===== src/rtl/gray_to_binary_tracker.sv =====
// Registered Gray-to-binary decoder that classifies each sample against the previous one.
// Optional macro GRAY_TRACK_ERRCNT_EN builds the saturating illegal-jump counter on err_cnt.
module gray_to_binary_tracker #(
  parameter int WIDTH = 4
) (
  input  logic             clk,
  input  logic             reset,
  input  logic             in_valid,
  output logic             in_ready,
  input  logic [WIDTH-1:0] gray_in,
  output logic             out_valid,
  input  logic             out_ready,
  output logic [WIDTH-1:0] bin_out,
  output logic [1:0]       step,
  output logic             err,
  output logic [7:0]       err_cnt
);

  localparam logic [1:0] STEP_HOLD  = 2'b00;
  localparam logic [1:0] STEP_UP    = 2'b01;
  localparam logic [1:0] STEP_DOWN  = 2'b10;
  localparam logic [1:0] STEP_FIRST = 2'b11;

  typedef enum logic {S_EMPTY, S_TRACK} state_t;

  state_t           r_state;
  state_t           w_state_next;
  logic [WIDTH-1:0] r_prev;
  logic             r_out_valid;
  logic [WIDTH-1:0] r_bin;
  logic [1:0]       r_step;
  logic             r_err;

  logic [WIDTH-1:0] w_bin;
  logic [WIDTH-1:0] w_prev_inc;
  logic [WIDTH-1:0] w_prev_dec;
  logic             w_accept;
  logic [1:0]       w_step;
  logic             w_err;

  // Each binary bit is the XOR of all Gray bits at or above it.
  assign w_bin[WIDTH-1] = gray_in[WIDTH-1];
  generate
    for (genvar gi = WIDTH - 2; gi >= 0; gi--) begin : g_decode
      assign w_bin[gi] = w_bin[gi+1] ^ gray_in[gi];
    end
  endgenerate

  assign in_ready   = !r_out_valid || out_ready;
  assign w_accept   = in_valid && in_ready;
  assign w_prev_inc = r_prev + WIDTH'(1);
  assign w_prev_dec = r_prev - WIDTH'(1);

  always_ff @(posedge clk or posedge reset) begin
    if (reset) begin
      r_state <= S_EMPTY;
    end else begin
      r_state <= w_state_next;
    end
  end

  always_comb begin
    w_state_next = r_state;
    w_step       = STEP_HOLD;
    w_err        = 1'b0;
    case (r_state)
      S_EMPTY: begin
        w_step = STEP_FIRST;
        if (w_accept) w_state_next = S_TRACK;
      end
      S_TRACK: begin
        if (w_bin == r_prev)          w_step = STEP_HOLD;
        else if (w_bin == w_prev_inc) w_step = STEP_UP;
        else if (w_bin == w_prev_dec) w_step = STEP_DOWN;
        else                          w_err  = 1'b1;
      end
      default: w_state_next = S_EMPTY;
    endcase
  end

  // prev follows every accepted sample, errors included, so tracking resyncs.
  always_ff @(posedge clk or posedge reset) begin
    if (reset) begin
      r_prev      <= '0;
      r_out_valid <= 1'b0;
      r_bin       <= '0;
      r_step      <= STEP_HOLD;
      r_err       <= 1'b0;
    end else if (w_accept) begin
      r_prev      <= w_bin;
      r_out_valid <= 1'b1;
      r_bin       <= w_bin;
      r_step      <= w_step;
      r_err       <= w_err;
    end else if (out_ready) begin
      r_out_valid <= 1'b0;
    end
  end

`ifdef GRAY_TRACK_ERRCNT_EN
  logic [7:0] r_err_cnt;

  always_ff @(posedge clk or posedge reset) begin
    if (reset) begin
      r_err_cnt <= '0;
    end else if (w_accept && w_err && (r_err_cnt != 8'hFF)) begin
      r_err_cnt <= r_err_cnt + 8'd1;
    end
  end

  assign err_cnt = r_err_cnt;
`else
  assign err_cnt = '0;
`endif

  assign out_valid = r_out_valid;
  assign bin_out   = r_bin;
  assign step      = r_step;
  assign err       = r_err;

endmodule


===== config.mk =====
export PLATFORM = sky130hd
export DESIGN_NAME = gray_to_binary_tracker
export DESIGN_NICKNAME = d
export VERILOG_FILES = /design/src/rtl/gray_to_binary_tracker.sv
export SDC_FILE = /design/constraint.sdc
export NUM_CORES = 1
export LEC_CHECK = 0
export CORE_MARGIN = 3
export CORE_UTILIZATION = 46
export CTS_CLUSTER_SIZE = 30
export DETAILED_ROUTE_END_ITERATION = 6
export GPL_TIMING_DRIVEN = 0
export PLACE_DENSITY_LB_ADDON = 0.1
export SETUP_SLACK_MARGIN = 0.3
export SYNTH_ARGS = -nofsm -noshare
export SYNTH_HDL_FRONTEND = slang
export SYNTH_SLANG_ARGS = --single-unit

===== constraint.sdc =====
create_clock -name clk -period 2.5 [get_ports clk]
set_input_delay 0.5 -clock clk [delete_from_list [all_inputs] [get_ports clk]]
set_output_delay 0.5 -clock clk [all_outputs]
set_load 0.01 [all_outputs]

==> impl_metrics.tcl, run 1 <==
set metrics [dict create \
    status "completed" \
    placed_area_um2 877.1 \
    drc_errors 0 \
    synth-xor-area-share 0.2333 \
    fp.dieW_um 44.79 \
    finalNetCount 105 \
    fmax_ghz 0.4648 \
    drive_gt1_frac 0.1915 \
    synth_mux_area_frac 0.01627 \
    pin_count 25 \
    vdd_drop_max_mv 0.3482 \
    start_kind "input pin" \
    rsz0062_at_grt "false" \
    grt_max_degree 10 \
    globalRouteMet3Util 0.02390 \
    hold_ws_ns 0.4748 \
    cts_resized 0 \
    clkSinkCount 9 \
    gr-usage-met1 0.1679 \
    initial_core_util 0.5125 \
    num_rows 13 \
    finalSetupTns_ns 0 \
    drt_iter0_markers 9 \
    synthDistinctLibCells 28 \
    worstSetupPathType "input pin to output port" \
    path_cells "clkdlybuf4s50_1 -> nand2b_1 -> clkdlybuf4s50_1" \
    fin_crit_sh 0.8606 \
    cts_tree "done" \
    synth_top_family_by_area "XOR/XNOR gates" \
    period_needed_ns 2.152 \
    yosys.area_share.simple 0.1483 \
    clk_latency_ns 0.26 \
    path_delay_family "buffers and inverters" \
    synthArstFlopShare 1.000 \
    drv_slew 0 \
    synth_ff_type "dfrtp_1" \
    grt_most_used_layer "met2" \
    overflow 0 \
    cellPowerDensity_nw_per_um2 615.4 \
    first_pass_iters 3 \
    grt_pass1_vias 500 \
    vias 522 \
    synthAdderAreaFrac 0.03617 \
    synth-compound-area-share 0.1049 \
    grtUsageTotal 0.1402 \
    cts_setup_buffers 0 \
    core-area_um2 1350 \
    critPathBufInv 2 \
    synth-edff-count 0 \
    path_common_cell "clkdlybuf4s50_1" \
    root_buffer "clkbuf_4" \
    dieArea_um2 2006 \
    crit_required_ns 2.00 \
    antenna_found_initial 0 \
    cts_hold_buf 0 \
    layout_common_cells "clkdlybuf4s50_1 (14), dfrtp_1 (9), buf_4 (8), conb_1 (8), xnor2_1 (7)" \
    place.gp.congestion 0.6483 \
    drv_cap 0 \
    via_per_inst 4.789 \
    leakage_nw 0.4294 \
    crit_fanout 4 \
    htreeDepth 1 \
    hp-class "flip-flop to flip-flop" \
    clk_path_buf_depth 2 \
    ys_ff_latch 9 \
    die_height_um 44.79 \
    worst_setup_path_end_kind "output port" \
    syn_area_per_cell_um2 10.03 \
    grt_pass1_wl_um 2014 \
    yosysSeqAreaShare 0.3255 \
    finClkSkew_ns 0.004406 \
    antenna_left 0 \
    mostFrequentLayoutCell "clkdlybuf4s50_1" \
    syn_area_um2 691.9 \
    hold_viol 0 \
    yosysWarnings 0 \
    port_buffers 14 \
    cts_made_buffers 3 \
    wl_per_cell_um 11.46 \
    synth_cells 69 \
    finalSetupViolCount 0 \
    routed_wl_um 1249 \
    grt_util_met2 0.2206 \
    area_delta_synth_final_pct 30.56 \
    clk_pin_slew_ns 0.06 \
    crit_arrival_ns 1.65 \
    num_antenna_cells 0 \
    fin_area_um2 903.4 \
    hpwlAfterDp_um 1001 \
    cpMaxStageDelayCell "clkdlybuf4s50_1" \
    max_stage_delay_ns 0.55 \
]
flip-flops by register name, summed over array words and instances, names as in the netlist:
name	count
bin_out	4
err	1
step	2
out_valid	1
r_state	1
worst paths after layout:
kind	from	end	slack [ns]	cells past startpoint
min in group asynchronous	reset	bin_out[2]	0.49	2
max	out_ready	in_ready	0.35	3
min	r_state	r_state	0.47	1
max in group asynchronous	reset	step[0]	1.77	2
min reg2reg	r_state	r_state	0.47	1
max reg2reg	bin_out[0]	err	0.65	5
worst register-to-register path: stages, from the launching register on:
cell and delay, ns:
dfrtp_1 0.48, inv_1 0.10, ha_1 0.35, or3_1 0.39
a211oi_2 0.27, o41ai_1 0.14
cell usage after synthesis (2+ instances only):
cell type	count	area, um^2
o21ai_0	3	15.01
nand2b_1	3	18.77
nand3_1	5	25.02
inv_1	3	11.26
dfrtp_1	9	225.2
clkbuf_1	2	7.510
xnor2_1	7	61.31
nand2_1	6	22.52
nor3_1	2	10.01
xor2_1	3	26.28
ha_1	2	25.02
buf_4	8	60.06
cell type report:
| cell class | count | area [um^2] |
|---|---|---|
| multi-input combinational | 53 | 402.9 |
| timing repair buffer | 14 | 140.1 |
| buffer | 11 | 78.83 |
| sequential | 9 | 225.2 |
| clock buffer | 4 | 26.28 |
| fill | 112 | 446.7 |
| tap | 15 | 18.77 |
| inverter | 3 | 11.26 |
metrics by stage:
stage	util	instances	power, mW	setup WS (ns)
2_1_floorplan	-	76	0.3620	0.6597
3_3_place_gp	0.6497	105	0.4432	0.1738
3_5_place_dp	0.6497	105	0.4467	0.1506
4_1_cts	0.6691	109	0.5621	0.3475
5_1_grt	0.6691	109	0.5918	0.3283
6_report	0.6691	109	0.5560	0.3485
where the power goes:
part	internal [mW]	switching, mW	total [mW]
Sequential	0.170	0.0277	0.197
Clock	0.0615	0.0498	0.111
Combinational	0.140	0.108	0.248
layer usage:
layer | vias up | wire length, um
met5 | - | 0
met4 | 0 | 17
met3 | 4 | 76
met2 | 15 | 601
met1 | 234 | 554
li1 | 269 | -
logic make-up after synthesis:
group | count (synthesis)
buffers and inverters | 14
adders and majority gates | 2
DFF | 9
other | 1
muxes | 1
and+or+nand+nor | 20
AOI/OAI and AO/OA | 9
xor gates and xnor gates | 13
Power figures use the tool's default switching activity.
==> run 2: changes to the inputs <==
==> constraint.sdc (replaced) <==
create_clock -name clk -period 2.5 [get_ports clk]
set_input_delay 0.75 -clock clk [delete_from_list [all_inputs] [get_ports clk]]
set_output_delay 0.75 -clock clk [all_outputs]
set_load 0.01 [all_outputs]
==> impl_metrics.tcl, run 2 (synthesis results as in run 1) <==
set metrics [dict create \
    path_cells "clkdlybuf4s50_1 -> xnor3_2 -> or3_4 -> a211oi_4 -> o22a_2" \
    period_needed_ns 2.163 \
    cts_made_buffers 3 \
    wl_per_cell_um 11.52 \
    timing.rr.end "step[1]" \
    initial_core_util 0.5125 \
    grtUsageTotal 0.1427 \
    path_depth 5 \
    area_delta_synth_final_pct 37.25 \
    via_per_inst 4.874 \
    drv_slew 0 \
    hold_viol 0 \
    grt_max_degree 10 \
    r2r-start "bin_out[0]" \
    mostFrequentLayoutCell "clkdlybuf4s50_1" \
    vdd_drop_max_mv 0.3611 \
    ff2ff_path_depth 5 \
    fill_cells 108 \
    fin_crit_sh 0.8651 \
    overflow 0 \
    crit_arrival_ns 2.36 \
    regArea_um2 225.2 \
    critPathBufInv 1 \
    grt_pass1_vias 502 \
    worstSetupPathType "input pin to flip-flop" \
    hold_ws_ns 0.4770 \
    worst_slack_ns 0.3374 \
    num_antenna_cells 0 \
    vias 541 \
    drc_errors 0 \
    clkSinkCount 9 \
    drv_cap 0 \
    crit_fanout 2 \
    cts_hold_buf 0 \
    leakage_nw 0.4619 \
    port_buffers 14 \
    routed_wl_um 1279 \
    cpMaxStageDelayCell "clkdlybuf4s50_1" \
    crit_start "gray_in[1]" \
    finClkSkew_ns 0.0009412 \
    clk_pin_slew_ns 0.06 \
    start_kind "input pin" \
    first_pass_iters 4 \
    place_inst 105 \
    finalNetCount 107 \
    cts_tree "done" \
    post-place-ws_ns -0.1515 \
    hpwlAfterDp_um 1001 \
    dieArea_um2 2006 \
    worst_setup_path_end_kind "flip-flop" \
    fp.dieW_um 44.79 \
    place.gp.congestion 0.6483 \
    layout_common_cells "clkdlybuf4s50_1 (12), buf_4 (10), dfrtp_1 (9), conb_1 (8), xnor2_1 (7)" \
    endpoint "step[1]" \
    fmax_ghz 0.4624 \
    clk_path_buf_depth 2 \
    die_height_um 44.79 \
    finalSetupViolCount 0 \
    status "completed" \
    pin_count 25 \
    crit_required_ns 2.70 \
    max_stage_delay_ns 0.50 \
    num_rows 13 \
    multi_input_area_um2 430.4 \
    drive_gt1_frac 0.2500 \
    worst-r2r-setup-slack_ns 0.66 \
    final_cells 111 \
    largest_reg_flops 4 \
    core-area_um2 1350 \
    grt_pass1_wl_um 2035 \
    drt_iter0_markers 10 \
    hp-class "flip-flop to flip-flop" \
    clk_latency_ns 0.26 \
    cellPowerDensity_nw_per_um2 612.5 \
    path_delay_family "buffers and inverters" \
    root_buffer "clkbuf_4" \
    rsz0062_at_grt "false" \
    htreeDepth 1 \
    antenna_left 0 \
    antenna_found_initial 0 \
]
-- run 2: cell types whose count changed in the layout (fill, tap and decap cells not counted), sizes merged --
cell / before / now
clkdlybuf4s50: 14 / 12
buf: 9 / 12
dlymetal6s2s: 0 / 1
-- run 2: layer usage --
metal | global-route usage | share of wire
met1 | 0.1704 | 0.42
met2 | 0.2235 | 0.51
met3 | 0.02390 | 0.057
met4 | 0.1170 | 0.014
met5 | 0 | 0
-- run 2: how the worst min path moves through the flow --
stage | endpoint | from | depth (start not counted)
global route | err | err | 2
finish | r_state | r_state | 1
global placement | r_state | r_state | 1
CTS | r_state | r_state | 1
floorplan | r_state | r_state | 1
detailed placement | r_state | r_state | 1
-- run 2: final cells by class --
| cell class | instances | share of cell area |
|---|---|---|
| Buffer | 11 | 0.08300 |
| Clock buffer | 4 | 0.02767 |
| Inverter | 3 | 0.01186 |
| Multi-Input combinational cell | 53 | 0.4532 |
| Sequential cell | 9 | 0.2372 |
| Tap cell | 15 | 0.01976 |
| Timing Repair Buffer | 16 | 0.1673 |
-- run 2: power breakdown --
part	switching, mW	internal (mW)	leakage (nW)	total [mW]
registers	0.0281	0.170	0.104	0.198
logic	0.121	0.154	0.343	0.275
clock network	0.0474	0.0613	0.0150	0.109
total	0.196	0.385	0.462	0.582
-- run 2: what timing repair did --
item | in CTS | in global routing
gates cloned | 0 | 0
setup buffers | 1 | 1
pin swaps | 5 | 1
setup endpoints to repair | 3 | 3
resized for setup | 6 | 4
-- run 2: metrics by stage --
step                total power [mW]  TNS [ns]  cell area, um^2  utilization
floorplan                     0.3620         0            718.2            -
global placement              0.4432   -0.2736            877.1       0.6497
detailed placement            0.4467   -0.3366            877.1       0.6497
CTS                           0.5709         0            920.9       0.6821
global route                  0.6215         0            949.7       0.7034
finish                        0.5817         0            949.7       0.7034
==> run 3: changes to the inputs <==
--- a/config.mk
+++ b/config.mk
@@ -5,8 +5,10 @@
 export SDC_FILE = /design/constraint.sdc
 export NUM_CORES = 1
 export LEC_CHECK = 0
-export CORE_MARGIN = 3
-export CORE_UTILIZATION = 46
+export ABC_AREA = 1
+export CAP_MARGIN = 5
+export CORE_MARGIN = 4
+export CORE_UTILIZATION = 48
 export CTS_CLUSTER_SIZE = 30
 export DETAILED_ROUTE_END_ITERATION = 6
 export GPL_TIMING_DRIVEN = 0
==> impl_metrics.tcl, run 3 <==
set metrics [dict create \
    finClkSkew_ns 0.003436 \
    grt_pass1_wl_um 2842 \
    drv_slew 0 \
    die_height_um 48.53 \
    grt_pass1_vias 702 \
    status "completed" \
    fill_cells 146 \
    fin_crit_sh 0.8056 \
    vias 738 \
    num_antenna_cells 0 \
    start_kind "input pin" \
    yosys.area.top_type "dfrtp_1" \
    cts_setup_buffers 0 \
    antenna_found_initial 0 \
    synth_most_common_cell "nand2_1" \
    clk_latency_ns 0.26 \
    crit_start "gray_in[3]" \
    drive_gt1_frac 0.1712 \
    routed_wl_um 1600 \
    synth_cells 119 \
    first_pass_iters 4 \
    r2r-start "bin_out[0]" \
    port_buffers 16 \
    synth-edff-count 0 \
    regArea_um2 225.2 \
    fp.dieW_um 48.53 \
    dieArea_um2 2355 \
    clk_pin_slew_ns 0.06 \
    drt_iter0_markers 15 \
    hpwlAfterDp_um 1339 \
    yosysWarnings 0 \
    crit_arrival_ns 2.16 \
    synth_ff_type "dfrtp_1" \
    vdd_drop_max_mv 0.3313 \
    finalSetupViolCount 0 \
    hold_viol 0 \
    clk_path_buf_depth 2 \
    syn_area_per_cell_um2 6.624 \
    synth_common_cells "nand2_1 (41), inv_1 (16), dfrtp_1 (9), nand3_1 (9)" \
    finalSetupTns_ns 0 \
    cts_tree "done" \
    cts_made_buffers 3 \
    clkSinkCount 9 \
    period_needed_ns 2.014 \
    crit_fanout 6 \
    yosysSeqAreaShare 0.2857 \
    crit_required_ns 2.65 \
    core-area_um2 1524 \
    initial_core_util 0.5172 \
    mostFrequentLayoutCell "nand2_1" \
    drc_errors 0 \
    multi_input_area_um2 459.2 \
    synthArstFlopShare 1.000 \
    hp-start "r_state" \
    grtUsageTotal 0.1434 \
    ys_ff_latch 9 \
    pin_count 25 \
    worst_slack_ns 0.4860 \
    via_per_inst 4.556 \
    syn_area_um2 788.3 \
    grt_max_degree 10 \
    synth_area_leaders "dfrtp_1 (29%), nand2_1 (20%), buf_4 (7.6%)" \
    synth_top_area_share 0.2857 \
    root_buffer "clkbuf_4" \
    place.gp.congestion 0.8770 \
    num_rows 14 \
    finalNetCount 157 \
    power.total_mw 0.5734 \
    htreeDepth 1 \
    drv_cap 0 \
    worst_setup_path_end_kind "flip-flop" \
    rsz0062_at_grt "false" \
    hp-class "flip-flop to flip-flop" \
    overflow 0 \
    cellPowerDensity_nw_per_um2 558.2 \
    layout_common_cells "nand2_1 (40), inv_1 (16), clkdlybuf4s50_1 (14), nand3_1 (9), dfrtp_1 (9)" \
    antenna_left 0 \
    final_util 0.6741 \
    fmax_ghz 0.4965 \
    final_cells 162 \
    place_inst 158 \
    area_delta_synth_final_pct 30.32 \
    leakage_nw 0.5847 \
    largest_reg_flops 4 \
    post-place-ws_ns -0.1157 \
    worstSetupPathType "input pin to flip-flop" \
    wl_per_cell_um 9.877 \
    synthDistinctLibCells 22 \
]
==> run 3: power by group <==
part	internal [mW]	switching [mW]	leakage [nW]	total, mW
Sequential	0.169	0.0185	0.105	0.187
Clock	0.0615	0.0502	0.0150	0.112
Combinational	0.127	0.147	0.465	0.274
==> run 3: final timing paths <==
path / end / slack (ns) / cells past startpoint
setup / recovery: err / 0.49 / 10
hold / removal: r_state / 0.46 / 2
setup reg to reg: err / 0.92 / 11
hold reg to reg: r_state / 0.46 / 2
max in group asynchronous: bin_out[3] / 1.51 / 2
min in group asynchronous: step[1] / 0.74 / 2
==> run 3: metrics by stage <==
| step | hold WS [ns] | instance area (um^2) |
|---|---|---|
| after floorplan | 0.4229 | 814.5 |
| after global placement | 0.4356 | 994.7 |
| after detailed placement | 0.4435 | 994.7 |
| after CTS | 0.4588 | 1018 |
| after global routing | 0.5042 | 1027 |
| final | 0.4587 | 1027 |
==> run 3: layout make-up <==
type | count | share of cell area
Sequential cell | 9 | 0.2192
Timing Repair Buffer | 16 | 0.1596
Tap cell | 16 | 0.01949
Inverter | 18 | 0.06577
Clock buffer | 4 | 0.02558
Buffer | 9 | 0.06334
Multi-Input combinational cell | 90 | 0.4470
==> run 3: logic make-up after synthesis <==
logic type               share of synthesized area
other                                     0.004757
adder cells (fa/ha/maj)                    0.03174
AO/OA/AOI/OAI                              0.05395
XOR/XNOR                                   0.03334
buffers and inverters                       0.1682
flip-flops                                  0.2857
AND/OR/NAND/NOR                             0.4222
==> run 3: worst max-delay path, stage by stage <==
cell	delay [ns]
clkdlybuf4s50_1	0.56
nand2_1	0.14
nand3_4	0.15
nand2_4	0.09
nand2_1	0.06
nand2_1	0.05
nor2_1	0.13
nand2_1	0.07
nand2_1	0.08
o21ai_1	0.07
==> run 3: metal layers <==
layer / up-vias / track usage / routed length (um)
li1: 402 / - / -
met5: - / 0 / 0
met2: 14 / 0.2370 / 814
met4: 0 / 0.05830 / 0
met3: 0 / 0.03067 / 62
met1: 322 / 0.1790 / 723
==> run 3: timing repair <==
item	in CTS	in global routing
hold buffers	0	0
setup endpoints to repair	1	1
resized for setup	5	2
